**src/rtl/uart_rx_pkg.sv**
```systemverilog
// Shared definitions for the UART receiver: FSM state encoding, frame
// constants and the bit-period arithmetic derived from clock and baud rate.
package uart_rx_pkg;

    typedef enum logic [1:0] {
        ST_IDLE  = 2'd0,
        ST_START = 2'd1,
        ST_DATA  = 2'd2,
        ST_STOP  = 2'd3
    } state_t;

    localparam int DATA_BITS = 8;
    localparam int STOP_BITS = 1;

    // Clocks per bit, rounded to the nearest integer.
    function automatic int calc_div(input int clk_hz, input int baud);
        return (clk_hz + baud / 2) / baud;
    endfunction

    // Clocks from the start-bit edge to the middle of the start bit.
    function automatic int calc_half(input int div);
        return div / 2;
    endfunction

endpackage

```
**src/rtl/uart_rx_sync2.sv**
```systemverilog
// Two-flop synchronizer for a single asynchronous input; the reset value is
// a parameter so idle-high and idle-low lines can both use it.
module sync2 #(
    parameter logic RESET_VAL = 1'b1
) (
    input  logic clk,
    input  logic rst_n,
    input  logic d,
    output logic q
);

    logic meta;

    // Capture the async input, then re-register it to settle metastability.
    always_ff @(posedge clk or negedge rst_n) begin
        if (!rst_n) begin
            meta <= RESET_VAL;
            q    <= RESET_VAL;
        end else begin
            meta <= d;
            q    <= meta;
        end
    end

endmodule

```
**src/rtl/uart_rx.sv**
```systemverilog
// 8N1 UART receiver with mid-bit sampling, a valid/ready output register,
// a one-cycle frame-error pulse and a sticky overrun flag.
module uart_rx
    import uart_rx_pkg::*;
#(
    parameter int CLK_HZ = 12000000,
    parameter int BAUD   = 115200
) (
    input  logic       clk,
    input  logic       rst_n,
    input  logic       rx,
    output logic [7:0] data,
    output logic       valid,
    input  logic       ready,
    output logic       frame_err,
    output logic       overrun,
    output logic       busy
);

    localparam int DIV   = calc_div(CLK_HZ, BAUD);
    localparam int HALF  = calc_half(DIV);
    localparam int CNT_W = (DIV > 1) ? $clog2(DIV) : 1;
    localparam int IDX_W = $clog2(DATA_BITS);

    localparam logic [CNT_W-1:0] DIV_M1   = CNT_W'(DIV - 1);
    localparam logic [CNT_W-1:0] HALF_M1  = CNT_W'(HALF - 1);
    localparam logic [IDX_W-1:0] LAST_BIT = IDX_W'(DATA_BITS - 1);

    state_t                 state;
    logic [CNT_W-1:0]       cnt;
    logic [IDX_W-1:0]       bit_idx;
    logic [DATA_BITS-1:0]   shift;
    logic                   rx_s;
    logic                   rx_prev;
    logic                   armed;
    logic                   stop_seen;
    logic                   stop_ok;

    sync2 #(.RESET_VAL(1'b1)) u_sync (
        .clk   (clk),
        .rst_n (rst_n),
        .d     (rx),
        .q     (rx_s)
    );

    assign busy = (state != ST_IDLE);

    // Frame decoder FSM plus output register, handshake and error flags.
    // armed stays low for the first edge after reset release so that edge
    // performs no decoding. The stop-bit outcome is latched at the sample
    // edge and acted on one edge later, which is when the FSM leaves STOP.
    always_ff @(posedge clk or negedge rst_n) begin
        if (!rst_n) begin
            state     <= ST_IDLE;
            cnt       <= '0;
            bit_idx   <= '0;
            shift     <= '0;
            rx_prev   <= 1'b1;
            armed     <= 1'b0;
            stop_seen <= 1'b0;
            stop_ok   <= 1'b0;
            data      <= '0;
            valid     <= 1'b0;
            frame_err <= 1'b0;
            overrun   <= 1'b0;
        end else begin
            frame_err <= 1'b0;
            rx_prev   <= rx_s;
            armed     <= 1'b1;
            if (valid && ready) begin
                valid <= 1'b0;
            end
            if (armed) begin
                case (state)
                    ST_IDLE: begin
                        // Only a genuine high-to-low transition starts a frame.
                        if (rx_prev && !rx_s) begin
                            cnt   <= HALF_M1;
                            state <= ST_START;
                        end
                    end
                    ST_START: begin
                        if (cnt == '0) begin
                            if (!rx_s) begin
                                cnt     <= DIV_M1;
                                bit_idx <= '0;
                                state   <= ST_DATA;
                            end else begin
                                state <= ST_IDLE;
                            end
                        end else begin
                            cnt <= cnt - 1'b1;
                        end
                    end
                    ST_DATA: begin
                        if (cnt == '0) begin
                            shift <= {rx_s, shift[DATA_BITS-1:1]};
                            cnt   <= DIV_M1;
                            if (bit_idx == LAST_BIT) begin
                                state <= ST_STOP;
                            end else begin
                                bit_idx <= bit_idx + 1'b1;
                            end
                        end else begin
                            cnt <= cnt - 1'b1;
                        end
                    end
                    ST_STOP: begin
                        if (stop_seen) begin
                            stop_seen <= 1'b0;
                            state     <= ST_IDLE;
                            if (stop_ok) begin
                                data  <= shift;
                                valid <= 1'b1;
                                if (valid && !ready) begin
                                    overrun <= 1'b1;
                                end
                            end else begin
                                frame_err <= 1'b1;
                            end
                        end else if (cnt == '0) begin
                            stop_seen <= 1'b1;
                            stop_ok   <= rx_s;
                        end else begin
                            cnt <= cnt - 1'b1;
                        end
                    end
                    default: state <= ST_IDLE;
                endcase
            end
        end
    end

endmodule

```
**config.mk**
```make
export PLATFORM = sky130hd
export DESIGN_NAME = uart_rx
export DESIGN_NICKNAME = d
export VERILOG_FILES = /design/src/rtl/uart_rx_pkg.sv /design/src/rtl/uart_rx_sync2.sv /design/src/rtl/uart_rx.sv
export SDC_FILE = /design/constraint.sdc
export NUM_CORES = 1
export LEC_CHECK = 0
export ABC_AREA = 0
export CAP_MARGIN = 10
export CORE_MARGIN = 2
export CORE_UTILIZATION = 40
export DETAILED_ROUTE_END_ITERATION = 10
export GPL_TIMING_DRIVEN = 0
export PLACE_DENSITY = 0.56
export SLEW_MARGIN = 20
export SYNTH_ARGS = -nofsm -noshare
export SYNTH_HDL_FRONTEND = slang
export SYNTH_HIERARCHICAL = 1
export SYNTH_SLANG_ARGS = --single-unit
export TNS_END_PERCENT = 100
```
**constraint.sdc**
```tcl
create_clock -name clk -period 5 [get_ports clk]
set_input_delay 0.75 -clock clk [delete_from_list [all_inputs] [get_ports clk]]
set_output_delay 0.75 -clock clk [all_outputs]
set_load 0.03 [all_outputs]
```
* Word level (Yosys, flattened, before mapping)
Index checks and enable logic that the tools add are counted.
Widths: inputs -> output; s select.
** Operators by class
- $add $sub $neg :: 2
- Eq/ne operators :: 14
- Mux-type cells :: 30
- Bitwise operators :: 1
- Reductions and logical operators :: 17
** Operators by type and width (number)
- $mux 7 :: 6
- $pmux 7 s4 :: 1
- $ne 2x2->1 const B :: 9
- $mux 2 :: 6
- $mux 3 :: 4
- $reduce_and 6->1 :: 2
- $mux 1 :: 11
- $reduce_and 5->1 :: 2
- $pmux 2 s4 :: 1
- $reduce_and 4->1 :: 2
- $logic_not 7->1 :: 1
- $sub 7x1->7 const B :: 1
- $pmux 3 s2 :: 1
- $eq 2x2->1 const B :: 2
- $reduce_bool 2->1 :: 2
- $add 3x1->3 const B :: 1
- $eq 3x3->1 const B :: 1
- $logic_and 1x1->1 :: 3
- $ne 3x3->1 const B :: 1
- $reduce_and 3->1 :: 1
- $eq 2x1->1 const B :: 1
- $logic_not 1->1 :: 2
- $logic_not 2->1 :: 1
- $reduce_and 2->1 :: 1
- $not 1->1 :: 1
** Storage, ports and cells
- Register bits after elaboration :: 37
- Output and inout port bits :: 12
- Word-level logic and storage cells :: 78

* Logic depth before layout (Yosys ltp)
- Depth in word-level cells :: 6
- Depth in mapped cells :: 8
- Mapped depth without buffers :: 7

* By module
Netlist, hierarchy kept.
** Modules (own cells, without submodules)
- uart_rx :: times used 1, cells an instance 152, area an instance 1721.7 sq um, sequential area each 877.1 sq um
- sync2 :: times used 1, cells an instance 2, area an instance 52.6 sq um, sequential area each 52.6 sq um

* Least setup slack after synthesis
OpenSTA, ideal clock, no wires.
- Path kind :: register to register
- From :: reg cnt[3]
- To :: reg bit_idx[0]
- Setup time :: 0.125 ns
- Arrival time :: 1.726 ns
- Data required time :: 4.875 ns
- Setup slack :: 3.149 ns
- Cell stages (with the launch flop) :: 6
- Buffers on the path :: 0
- Period minus slack after synthesis :: 1.851 ns
- Path through :: dfrtp_1 > or4_4 > nor2_4 > nand2_2 > nor3_4 > mux2_4
** On the way
- Longest elaborated chain between the ends :: 3
- Elaborated cells on any way between the ends :: 4
- Those cells by class :: eq/ne (2); reduce/logical (2)
** Ends and longest elaborated chain
- start, declared :: line uart_rx.sv:30 : logic [CNT_W-1:0] cnt;
- start signal, assigned :: line uart_rx.sv:92 : cnt <= cnt - 1'b1;
- start signal, assigned :: line uart_rx.sv:105 : cnt <= cnt - 1'b1;
- start signal, assigned :: line uart_rx.sv:125 : cnt <= cnt - 1'b1;
- $logic_not 7->1 * :: line uart_rx.sv:83, uart_rx.sv:96
- $ne 2x2->1 (no line)
- $reduce_and 6->1 (no line) *
- end signal, assigned :: line uart_rx.sv:102 : bit_idx <= bit_idx + 1'b1;
- end, declared :: line uart_rx.sv:31 : logic [IDX_W-1:0] bit_idx;
Every way passes the cells marked *; elsewhere a longest branch is shown, timed or not.
A chain may end at the register's enable or synchronous reset.

* Final worst setup path
- From :: reg state[0]
- To :: out busy
** On the way
- Longest elaborated chain between the ends :: 1
** Ends and longest elaborated chain
- start, declared :: line uart_rx.sv:29 : state_t state;
- start signal, assigned :: line uart_rx.sv:54 : state <= ST_IDLE;
- start signal, assigned :: line uart_rx.sv:79 : state <= ST_START;
- start signal, assigned :: line uart_rx.sv:87 : state <= ST_DATA;
- $reduce_bool 2->1 :: line uart_rx.sv:46 : assign busy = (state != ST_IDLE);
- end, declared :: line uart_rx.sv:17 : output logic busy
No other way between the ends.

==> metrics.txt <==
# TYPE chip_impl_metric gauge
chip_impl_metric{name="timing.slew.headroom",unit="%"} 54.3
chip_impl_metric{name="ioPinCount",unit=""} 16
chip_impl_metric{name="port_buffers",unit=""} 15
chip_impl_info{name="ys.flop_type",value="sky130_fd_sc_hd__dfrtp_1"} 1
chip_impl_metric{name="cts_made_buffers",unit=""} 5
chip_impl_metric{name="placement.cell_area",unit="sq um"} 2010
chip_impl_metric{name="route.final.wire_length",unit="um"} 3220
chip_impl_metric{name="setup-tns-final",unit="ns"} 0
chip_impl_info{name="synth_top_area_cell",value="sky130_fd_sc_hd__dfrtp_1"} 1
chip_impl_metric{name="clock_insertion_delay_worst_skew",unit="ns"} 0.29
chip_impl_metric{name="tightest_slew",unit="ns"} 0.680
chip_impl_metric{name="worst_setup_slack_after_placement",unit="ns"} 2.66
chip_impl_metric{name="grt_first_pass_wirelength",unit="um"} 5690
chip_impl_metric{name="place.detailed.hpwl",unit="um"} 2360
chip_impl_metric{name="post_synth_edffs",unit=""} 0
chip_impl_metric{name="fin_ws",unit="ns"} 2.34
chip_impl_info{name="setup.worst_path.class",value="reg2out"} 1
chip_impl_info{name="path_cells",value="inv_1 -> ha_1 -> inv_1 -> clkdlybuf4s50_1"} 1
chip_impl_metric{name="mean_syn_cell_area",unit="sq um"} 11.5
chip_impl_metric{name="post_synth_inst_count",unit=""} 154
chip_impl_metric{name="seq_area_frac_synth",unit="%"} 52.4
chip_impl_metric{name="skew",unit="ns"} 0.00671
chip_impl_metric{name="avgRoutedWirePerCell",unit="um"} 14.0
chip_impl_info{name="slowest_stage",value="sky130_fd_sc_hd__clkdlybuf4s50_1"} 1
chip_impl_metric{name="ys_warn_count",unit=""} 6
chip_impl_metric{name="hold-worst-slack",unit="ns"} 0.360
chip_impl_metric{name="cts_num_sinks",unit=""} 37
chip_impl_metric{name="row_count",unit=""} 24
chip_impl_metric{name="number_of_diodes_added_for_antenna_fixing",unit=""} 0
chip_impl_metric{name="period_minus_slack",unit="ns"} 2.66
chip_impl_metric{name="dr.pass1.iters",unit=""} 4
chip_impl_metric{name="grt.overflow.total",unit=""} 0
chip_impl_metric{name="cts-resized-gates",unit=""} 0
chip_impl_metric{name="route.antenna.remaining_nets",unit=""} 0
chip_impl_metric{name="dieHeight",unit="um"} 70.6
chip_impl_metric{name="drc",unit=""} 0
chip_impl_metric{name="final_hold_viol_count",unit=""} 0
chip_impl_metric{name="layout-drive-gt1-share",unit="%"} 20.2
chip_impl_info{name="crit_top_cell",value="sky130_fd_sc_hd__inv_1"} 1
chip_impl_metric{name="final_nets",unit=""} 189
chip_impl_metric{name="post_cts_hold_buffer_count",unit=""} 0
chip_impl_metric{name="flow.area_growth_from_synthesis",unit="%"} 18.8
chip_impl_info{name="synth_common_cells",value="34 x sky130_fd_sc_hd__dfrtp_1, 16 x sky130_fd_sc_hd__mux2_2, 10 x sky130_fd_sc_hd__inv_1"} 1
chip_impl_metric{name="worst-r2r-setup-slack",unit="ns"} 2.88
chip_impl_metric{name="floorplan.core_area",unit="sq um"} 4320
chip_impl_info{name="endpoint_kind",value="primary output"} 1
chip_impl_metric{name="timing.max_cap.violations",unit=""} 0
chip_impl_info{name="cts_tree",value="yes"} 1
chip_impl_metric{name="mappedNetlistNets",unit=""} 166
chip_impl_metric{name="vias_in_the_first_global_route",unit=""} 1211
chip_impl_info{name="min-delay-path-class",value="reg2reg"} 1
chip_impl_metric{name="cts_setup_buffers",unit=""} 0
chip_impl_info{name="critPathLaunchType",value="flop"} 1
chip_impl_metric{name="drt_first_iter_violations",unit=""} 37
chip_impl_metric{name="ys_ff_latch",unit=""} 37
chip_impl_metric{name="die-area",unit="sq um"} 4980
chip_impl_metric{name="design_area",unit="sq um"} 2110
chip_impl_metric{name="timing.fmax",unit="MHz"} 375
chip_impl_metric{name="routed_via_density",unit=""} 5.24
chip_impl_info{name="cts_root_buffer",value="sky130_fd_sc_hd__clkbuf_8"} 1
chip_impl_metric{name="netlist-cell-type-count",unit=""} 42
chip_impl_metric{name="floorplan.die.width",unit="um"} 70.6
chip_impl_metric{name="antenna_found_initial",unit=""} 0
chip_impl_info{name="synthMostInstantiatedCell",value="sky130_fd_sc_hd__dfrtp_1"} 1
chip_impl_metric{name="crit_path_max_fo",unit=""} 8
chip_impl_metric{name="share_of_yosys_cell_area_claimed_by_the_top_area_cell_type",unit="%"} 48.0
chip_impl_metric{name="vias",unit=""} 1205
chip_impl_metric{name="floorplan.initialDensity",unit="%"} 41.0
chip_impl_metric{name="clk_path_buf_depth",unit=""} 2
chip_impl_info{name="rsz0062_at_grt",value="no"} 1
chip_impl_metric{name="power.leakage",unit="nW"} 0.975
chip_impl_metric{name="pwr_density_cell",unit="nW/um^2"} 463
chip_impl_info{name="result_of_the_run",value="finished, final reports clean"} 1
chip_impl_metric{name="path_clk_slew",unit="ns"} 0.08
chip_impl_metric{name="grt_use_total",unit="%"} 14.8
chip_impl_metric{name="place_congestion",unit=""} 0.813
chip_impl_metric{name="worst_ep_arrival_time",unit="ns"} 1.91
chip_impl_metric{name="setup_viol_count_final",unit=""} 0
chip_impl_metric{name="ir_drop",unit="uV"} 234
chip_impl_metric{name="maxSlewViolCount",unit=""} 0
chip_impl_metric{name="syn-cell-area",unit="sq um"} 1770
chip_impl_metric{name="postSynth.asyncResetShare",unit="%"} 100
chip_impl_metric{name="cp.required",unit="ns"} 4.25
chip_impl_metric{name="fin_crit_sh",unit="%"} 53.3
chip_impl_metric{name="grt_start_max_net_pins",unit=""} 21
chip_impl_metric{name="finalPower",unit="W"} 0.000976
chip_impl_metric{name="ctsHtreeMaxLevel",unit=""} 2
chip_impl_metric{name="worst_path_largest_cell_delay",unit="ns"} 0.67
chip_impl_info{name="synth.area.top_cells",value="sky130_fd_sc_hd__dfrtp_1 48%, sky130_fd_sc_hd__mux2_2 10%, sky130_fd_sc_hd__ha_1 5.6%"} 1
chip_impl_metric{name="fillCellCount",unit=""} 389
-- placed cells by master, fill, tap and decap left out, types with 2 or more instances in the layout --
cell                              netlist  routed
sky130_fd_sc_hd__a21o_1                 2       2
sky130_fd_sc_hd__a21oi_1                6       6
sky130_fd_sc_hd__clkbuf_1               4       4
sky130_fd_sc_hd__clkbuf_8               0       6
sky130_fd_sc_hd__clkdlybuf4s50_1        0      14
sky130_fd_sc_hd__dfrtp_1               34      34
sky130_fd_sc_hd__dfstp_2                3       3
sky130_fd_sc_hd__ha_1                   8       8
sky130_fd_sc_hd__inv_1                 10      10
sky130_fd_sc_hd__mux2_2                16      16
sky130_fd_sc_hd__mux2i_1                3       3
sky130_fd_sc_hd__nand2_1                8       8
sky130_fd_sc_hd__nand2b_1               4       4
sky130_fd_sc_hd__nand3_1                3       3
sky130_fd_sc_hd__nor2_1                 5       5
sky130_fd_sc_hd__nor2b_1                2       2
sky130_fd_sc_hd__nor3_1                 7       7
sky130_fd_sc_hd__nor3b_1                2       2
sky130_fd_sc_hd__nor4_1                 2       2
sky130_fd_sc_hd__o21ai_0                8       8
sky130_fd_sc_hd__o21bai_1               2       2
sky130_fd_sc_hd__o22a_1                 3       3
-- where the power goes --
| group | total (W) | switching, W | internal (W) |
|---|---|---|---|
| sequential | 0.000387 | 0.0000460 | 0.000341 |
| combinational | 0.000370 | 0.000224 | 0.000146 |
| clock | 0.000219 | 0.000107 | 0.000112 |
-- cells by family after synthesis --
family	Yosys count	synth area share (%)
AND/OR/NAND/NOR	41	13.4
flip-flops	37	52.4
AO/OA/AOI/OAI	33	12.7
multiplexers	20	12.7
buffers and inverters	14	2.96
adder cells (fa/ha/maj)	8	5.64
other	1	0.211
-- path summary, 6_finish.rpt --
path / startpoint / to / cells after the start
setup / recovery: state[0]$_DFFE_PN0P_ / busy / 4
hold / removal: u_sync/meta$_DFF_PN1_ / u_sync/q$_DFF_PN1_ / 0
setup reg to reg: state[0]$_DFFE_PN0P_ / cnt[0]$_DFFE_PN0P_ / 6
hold reg to reg: u_sync/meta$_DFF_PN1_ / u_sync/q$_DFF_PN1_ / 0
max in group asynchronous: rst_n / rx_prev$_DFF_PN1_ / 2
min in group asynchronous: rst_n / cnt[0]$_DFFE_PN0P_ / 1
-- per-layer routing --
metal / part of all wire, % / global-route usage, % / vias up
met2: 47 / 22.5 / 16
met3: 3.7 / 4.84 / 6
met4: 1.8 / 5.03 / 0
met1: 47 / 20.1 / 583
met5: 0 / 0 / -
li1: - / - / 600
-- stage by stage --
stage / instances / util [%]
5_1_grt: 230 / 48.8
4_1_cts: 230 / 48.8
3_5_place_dp: 222 / 46.5
6_report: 230 / 48.8
3_3_place_gp: 221 / 46.0
2_1_floorplan: 154 / -
-- critical path, delay by kind of cell, from the launching register on --
family                     cells  cell delay [ns]
DFF                            1             0.43
buffers and inverters          3             0.88
adders and majority gates      1             0.32
-- state kept, by name, summed over array words and instances, names as in the netlist, 3 cells and up, named ones only --
signal   cells
cnt          7
bit_idx      3
data         8
shift        8
-- cell type report --
type	instances	area (sq um)	area share, %
buffer	4	15.0	0.712
clock buffer	6	82.6	3.92
clock inverter	2	13.8	0.653
inverter	10	37.5	1.78
multi-input combinational	103	792	37.6
sequential	37	930	44.1
tap	52	65.1	3.09
timing repair buffer	16	173	8.19
Note: power is estimated with default switching activity, not from simulation.
